<file path="config.mk">
export PLATFORM = sky130hd
export DESIGN_NAME = narrow_16
export DESIGN_NICKNAME = d
export VERILOG_FILES = /design/src/rtl/narrow_16.sv
export SDC_FILE = /design/constraint.sdc
export NUM_CORES = 1
export LEC_CHECK = 0
export ABC_AREA = 1
export CAP_MARGIN = 0
export CORE_MARGIN = 5
export CORE_UTILIZATION = 45
export CTS_BUF_LIST = sky130_fd_sc_hd__clkbuf_4
export DETAILED_ROUTE_END_ITERATION = 10
export PLACE_DENSITY = 0.88
export SLEW_MARGIN = 20
export SYNTH_ARGS = -nofsm -noshare
export SYNTH_HDL_FRONTEND = slang
export SYNTH_SLANG_ARGS = --single-unit
</file>
<file path="constraint.sdc">
create_clock -name clock -period 2.05 [get_ports clock]
set_input_delay 0.41 -clock clock [delete_from_list [all_inputs] [get_ports clock]]
set_output_delay 0.41 -clock clock [all_outputs]
set_load 0.02 [all_outputs]
</file>
<file path="src/rtl/narrow_16.sv">
// Narrows a 16-bit word to val_width bits (signed or unsigned, truncate or saturate)
// behind a 2-entry in-order FIFO with a sticky overflow flag.
module narrow_16 #(
    parameter int val_width = 4
) (
    input  logic                 clock,
    input  logic                 resetn,
    input  logic                 in_valid,
    output logic                 in_ready,
    input  logic [15:0]          val,
    input  logic                 zero_sign,
    input  logic                 sat_en,
    output logic                 out_valid,
    input  logic                 out_ready,
    output logic [val_width-1:0] val_nar,
    output logic                 ovf,
    output logic                 ovf_sticky,
    input  logic                 ovf_clr
);

    // Returns {narrowed value, overflow}.
    function automatic logic [val_width:0] narrow(input logic [15:0] v,
                                                  input logic sgn,
                                                  input logic sat);
        logic signed [15:0]   sv;
        logic signed [15:0]   sh;
        logic                 fit;
        logic [val_width-1:0] res;
        sv  = v;
        sh  = sv >>> (val_width - 1);
        if (sgn) begin
            fit = (sh == 16'sd0) || (sh == -16'sd1);
        end else begin
            fit = ((v >> val_width) == 16'd0);
        end
        res = v[val_width-1:0];
        if (!fit && sat) begin
            if (sgn) begin
                res = {v[15], {(val_width-1){~v[15]}}};
            end else begin
                res = '1;
            end
        end
        return {res, ~fit};
    endfunction

    logic [1:0]           r_count;
    logic                 r_rdy_en;
    logic [val_width-1:0] r_head_val;
    logic                 r_head_ovf;
    logic [val_width-1:0] r_skid_val;
    logic                 r_skid_ovf;
    logic                 r_sticky;

    logic [val_width:0]   w_nar;
    logic                 w_push;
    logic                 w_pop;

    assign w_nar      = narrow(val, zero_sign, sat_en);
    // r_rdy_en keeps in_ready low until the first edge after reset release.
    assign in_ready   = r_rdy_en && (r_count < 2'd2);
    assign out_valid  = (r_count != 2'd0);
    assign w_push     = in_valid && in_ready;
    assign w_pop      = out_valid && out_ready;
    assign val_nar    = r_head_val;
    assign ovf        = r_head_ovf;
    assign ovf_sticky = r_sticky;

    always_ff @(posedge clock or negedge resetn) begin
        if (!resetn) begin
            r_count    <= 2'd0;
            r_rdy_en   <= 1'b0;
            r_head_val <= '0;
            r_head_ovf <= 1'b0;
            r_skid_val <= '0;
            r_skid_ovf <= 1'b0;
            r_sticky   <= 1'b0;
        end else begin
            r_rdy_en <= 1'b1;
            if (w_push && w_nar[0]) begin
                r_sticky <= 1'b1;
            end else if (ovf_clr) begin
                r_sticky <= 1'b0;
            end
            // Head register holds its value when the FIFO drains to empty.
            case ({w_push, w_pop})
                2'b10: begin
                    if (r_count == 2'd0) begin
                        r_head_val <= w_nar[val_width:1];
                        r_head_ovf <= w_nar[0];
                    end else begin
                        r_skid_val <= w_nar[val_width:1];
                        r_skid_ovf <= w_nar[0];
                    end
                    r_count <= r_count + 2'd1;
                end
                2'b01: begin
                    if (r_count == 2'd2) begin
                        r_head_val <= r_skid_val;
                        r_head_ovf <= r_skid_ovf;
                    end
                    r_count <= r_count - 2'd1;
                end
                2'b11: begin
                    r_head_val <= w_nar[val_width:1];
                    r_head_ovf <= w_nar[0];
                end
                default: begin
                end
            endcase
        end
    end

endmodule

</file>
* Yosys cells after proc, flatten, opt, wreduce, memory -nomap -nowiden *
Index checks and enable logic that the tools add are counted.

word-level totals
  register bits after elaboration = 14
  latch bits = 0
  memory bits (writable) = 0
  ROM bits = 0
  input bits = 23
  output and inout bits = 8
  logic and storage cells = 48
  memories = 0

operators by class
  $add $sub $neg = 2
  multipliers = 0
  div/mod/pow operators = 0
  $lt $le $gt $ge = 1
  eq/ne operators = 7
  shifts and indexed selects = 0
  muxes and demuxes = 12
  bitwise operators = 3
  reductions and logical operators = 16

operator list
  cell                                                                    number
  16-bit zero test                                                        2
  4-bit two-way mux                                                       4
  13-bit by 1-bit equality test with 1-bit output, second input constant  1
  4-bit case mux with 3 select lines                                      1
  2-bit equality test, second input constant                              3
  2-bit nonzero test                                                      3
  1-bit logical AND                                                       5
  1-bit two-way mux                                                       5
  2-bit != test, second input constant                                    2
  2-bit case mux with 2 select lines                                      1
  1-bit inverter                                                          3
  1-bit case mux with 3 select lines                                      1
  3-bit AND reduction                                                     1
  3-bit nonzero test                                                      1
  2-bit by 1-bit adder with 2-bit output, second input constant           1
  2-bit by 1-bit equality test with 1-bit output, second input constant   1
  2-bit zero test                                                         1
  2-bit < comparator, second input constant                               1
  2-bit AND reduction                                                     1
  2-bit by 1-bit subtractor with 2-bit output, second input constant      1
  1-bit zero test                                                         1
  1-bit logical OR                                                        1

* Logic depth before layout (Yosys ltp) *
  depth after elaboration = 8
  gate-level depth with buffers = 10
  depth with buffers taken out = 10

* Least setup slack after synthesis *
OpenSTA, ideal clock, no wires.

  path kind = reg2reg
  start point = register r_count[1]
  end point = register r_head_ovf (netlist: ovf)
  library setup time = 0.076 ns
  data arrival time = 1.713 ns
  data required time = 1.974 ns
  path slack = 0.261 ns
  stages on the path, launching flop included = 8
  buffers on the path = 0
  path through = dfrtp_1 > nor2_1 > nand2_1 > ha_1 > a21oi_2 > nand3_4 > o21bai_1 > o21ai_1

between the ends
  cells in the longest elaborated chain, start to end = 6
  elaborated cells between the ends (all ways) = 15
  classes of those cells = order compare: 1; eq/ne: 6; mux: 1; reduce/logical: 7

ends and longest elaborated chain
  element                                                                                       line  text
  start, declared                                                                               47    logic [1:0] r_count;
  start signal, assigned                                                                        95    r_count <= r_count + 2'd1;
  start signal, assigned                                                                        102   r_count <= r_count - 2'd1;
  2-bit < comparator (*)                                                                        61    assign in_ready = r_rdy_en && (r_count < 2'd2);
  1-bit logical AND (*)                                                                         61
  named net in_ready                                                                            9     output logic in_ready,
  1-bit logical AND (*)                                                                         63    assign w_push = in_valid && in_ready;
  2-bit by 1-bit equality test with 1-bit output / 2-bit equality test (equally long branches)  86    case ({w_push, w_pop})
  2-bit != test (no source line) / 3-bit nonzero test (equally long branches)                   --
  3-bit AND reduction (no source line)                                                          --
  end signal, assigned                                                                          90    r_head_ovf <= w_nar[0];
  end signal, assigned                                                                          100   r_head_ovf <= r_skid_ovf;
  end signal, assigned                                                                          106   r_head_ovf <= w_nar[0];
  end, declared                                                                                 50    logic r_head_ovf;

Mark *: on every way through the listed nets, which the timed path passes. The rest lies on a longest branch.
A chain may end at the register's enable or synchronous reset.

* Final worst setup path *
  start point = register r_count[1]
  end point = output port in_ready

between the ends
  cells in the longest elaborated chain, start to end = 2

ends and longest elaborated chain
  element             line
  2-bit < comparator  61
  1-bit logical AND   61
  end, declared       9

Every way passes these cells.

==> impl_results.md <==
* Clock Power Share at 11.7%
* Row cnt at 15
* Synth Flop Type: dfrtp_1
* Final Routed Wirelength at 1.972 mm
* Lkg Pwr at between 0.5 and 0.6 nW
* Rel. slew slack at 58.41%
* Post-synth top area share at 40.64%
* IO Port Bufs at 30
* WP data required at 1.64 ns
* Maxcap violations at 0
* Int Power at slightly below 0.8 mW
* Ports at 31
* First-pass GRT wire length at between 3 and 4 mm
* Drt pass-1 iters at 4
* Die Area at 2891 µm²
* Max Slew Vio Count at 0
* RSZ-0062 raised after global routing: no
* Vias after detailed routing at roughly 830
* Worst-path cell chain: nor2_1, clkdlybuf4s50_1
* Post-synthesis instance total at 117
* Biggest area consumer among synthesized cells: dfrtp_1
* Final Skew at 0.005660 ns
* Vias in the first global route at 786
* Final setup fails at 0
* CTS tree: done
* Endpoints failing hold at 0
* Crit path max fanout at 2
* Max Root-Sink Buffers at 2
* Crit end category: primary output
* Overall die width at ~54 µm
* Startpoint Class: flop
* GRT Total Usage at between 15 and 20%
* N_diodes at 0
* Setup TNS at 0 ns
* Initial antenna violation count at 0
* Top post-synthesis cells by count: nand2_1 (36), nor2_1 (20), dfrtp_1 (14), inv_1 (9)
* Post-CTS Hold Fix Bufs at 0
* Status: complete, no violations
* Post-layout minimum cycle time at between 1.5 and 2 ns
* Routed Antenna Nets at 0
* Area Overhead vs Synth at 41.51%
* Avg Cell Area, Syn at 7.368 µm²
* Yosys reg bits at 14
* Final period util at between 90 and 100%
* Switching Share at approximately two fifths
* Post-CTS Setup Bufs at 0
* Starting DRT DRC Count at 21
* Crit Path Class: flop to primary output
* Fillers at 156
* Vias/cell at 4.722
* Placed Area at 1194 µm²
* Total CTS buffers at 3
* Skew-Pair Late Insertion Delay at 0.28 ns
* Post-synthesis sequential area ratio at between 40% and 50%
* Share of cells above drive strength 1 at between 10% and 20%
* Comb power frac at 52.7%
* Initial Util at between 40 and 50%
* Largest net degree at the start of global routing at 15
* Top cells by area, synth: dfrtp_1 (41%), nand2_1 (16%), nor2_1 (8.7%)
* Slowest-stage cell, CP: clkdlybuf4s50_1
* WL per Instance at 11.20 µm
* YS warnings at 0
* Final HPWL DP at 1.590 mm
* Slew @ Worst Pin at a little over 0.6 ns
* Fmax at around 540 MHz
* Root buffer selected by CTS: clkbuf_4
* Die Span Y at 53.77 µm
* Clock transition at the registers of the reported paths at 0.08 ns
* Min-delay worst type: flop to flop
* Seq pwr share at 35.6%
* Sinks on Clock Net at 14
* Post-CTS resize count at 0
* Slowest cell delay on critical path at about 0.63 ns
* Post-synth EDFFs at 0
* Post-synth cell types at 22
* Htree depth at 1
* Top-count cell post-synth: nand2_1
* VDD IR-drop max at 0.7513 mV
* Synthesized area at 862.1 µm²
* DRC viols at 0
* Core area at 1783 µm²
* Fin nets at around 180
* Post-synth ARST share at 100.0%
* Switch Pwr at ~0.54 mW
* GRT overflow at 0
* Fin area at 1220 µm²
* GPL Wtd Cong at roughly 0.79
* Mapped Nets at 143
* Pwr Total at 1.331 mW
* WP data arrival at 1.44 ns
* Power Density at ~1100 nW/µm²
-- critical path, delay by kind of cell (launching register included) --
family	cells	cell delay [ns]
AND/OR/NAND/NOR	1	0.14
flip-flops	1	0.40
buffers and inverters	1	0.63
-- registers in the layout, indices dropped and copies added (netlist names) --
| signal | count |
|---|---|
| ovf_sticky | 1 |
| r_rdy_en | 1 |
| r_skid_val | 4 |
| r_skid_ovf | 1 |
| r_count | 2 |
| val_nar | 4 |
| ovf | 1 |
-- power groups by stage --
stage	Clock [mW]	Sequential, mW	Combinational [mW]
after floorplan	0	0.536	0.371
after global placement	0	0.476	0.678
after detailed placement	0	0.477	0.698
after CTS	0.160	0.471	0.707
after global routing	0.169	0.489	0.782
final	0.155	0.474	0.702
-- through the flow --
step	setup WS, ns	cells	util, %	hold slack [ns]
2_1_floorplan	0.2609	117	-	0.1144
3_3_place_gp	0.1372	172	66.95	0.4659
3_5_place_dp	0.04844	172	66.95	0.4665
4_1_cts	0.1983	176	68.42	0.4882
5_1_grt	0.09812	176	68.42	0.5167
6_report	0.1981	176	68.42	0.4871
-- layout make-up --
class	count	area, µm²	share of cell area [%]
inverters	14	52.55	4.308
flip-flops and latches	14	350.3	28.72
clock inverters	1	3.754	0.3077
clock buffers	3	22.52	1.846
multi-input cells	89	459.2	37.64
repair buffers	30	300.3	24.62
well taps	25	31.28	2.564
-- path summary, 6_finish.rpt --
kind,start,end,slack (ns),cells after the start
worst max-delay path,r_count[1]$_DFFE_PN0P_,in_ready,0.20,2
worst min-delay path,val_nar[1]$_DFFE_PN0P_,val_nar[1]$_DFFE_PN0P_,0.49,2
worst max register to register,r_count[0]$_DFFE_PN0P_,ovf$_DFFE_PN0P_,0.31,9
worst min register to register,val_nar[1]$_DFFE_PN0P_,val_nar[1]$_DFFE_PN0P_,0.49,2
max in group asynchronous,resetn,val_nar[0]$_DFFE_PN0P_,1.13,1
min in group asynchronous,resetn,val_nar[3]$_DFFE_PN0P_,0.51,1
-- cell usage in the layout, fill, tap and decap left out, drive strengths merged --
master	count
nand2	41
clkdlybuf4s50	30
nor2	21
dfrtp	14
inv	14
nand3	8
a31oi	3
ha	3
clkbuf	3
o21ai	3
nand4	2
xor2	2
a21oi	2
o21bai	1
nor3	1
and2	1
clkinv	1
conb	1
-- routing by layer --
| metal | track usage, % | share of wire (%) | vias to the layer above |
|---|---|---|---|
| met5 | 0 | 0 | - |
| met4 | 4.681 | 0.96 | 0 |
| met2 | 29.64 | 52 | 17 |
| met1 | 18.48 | 42 | 381 |
| met3 | 4.709 | 4.6 | 2 |
| li1 | - | - | 431 |
-- cells by family (layout without fill, tap and decap cells) --
group | count (synthesis) | count (layout) | share of synthesized area, %
AO/OA/AOI/OAI | 9 | 9 | 6.822
flip-flops | 14 | 14 | 40.64
adder cells (fa/ha/maj) | 3 | 3 | 4.355
AND/OR/NAND/NOR | 74 | 74 | 39.62
buffers and inverters | 14 | 48 | 6.096
other | 1 | 1 | 0.4350
XOR/XNOR | 2 | 2 | 2.032
No activity file was read; power rests on OpenSTA's default activity.
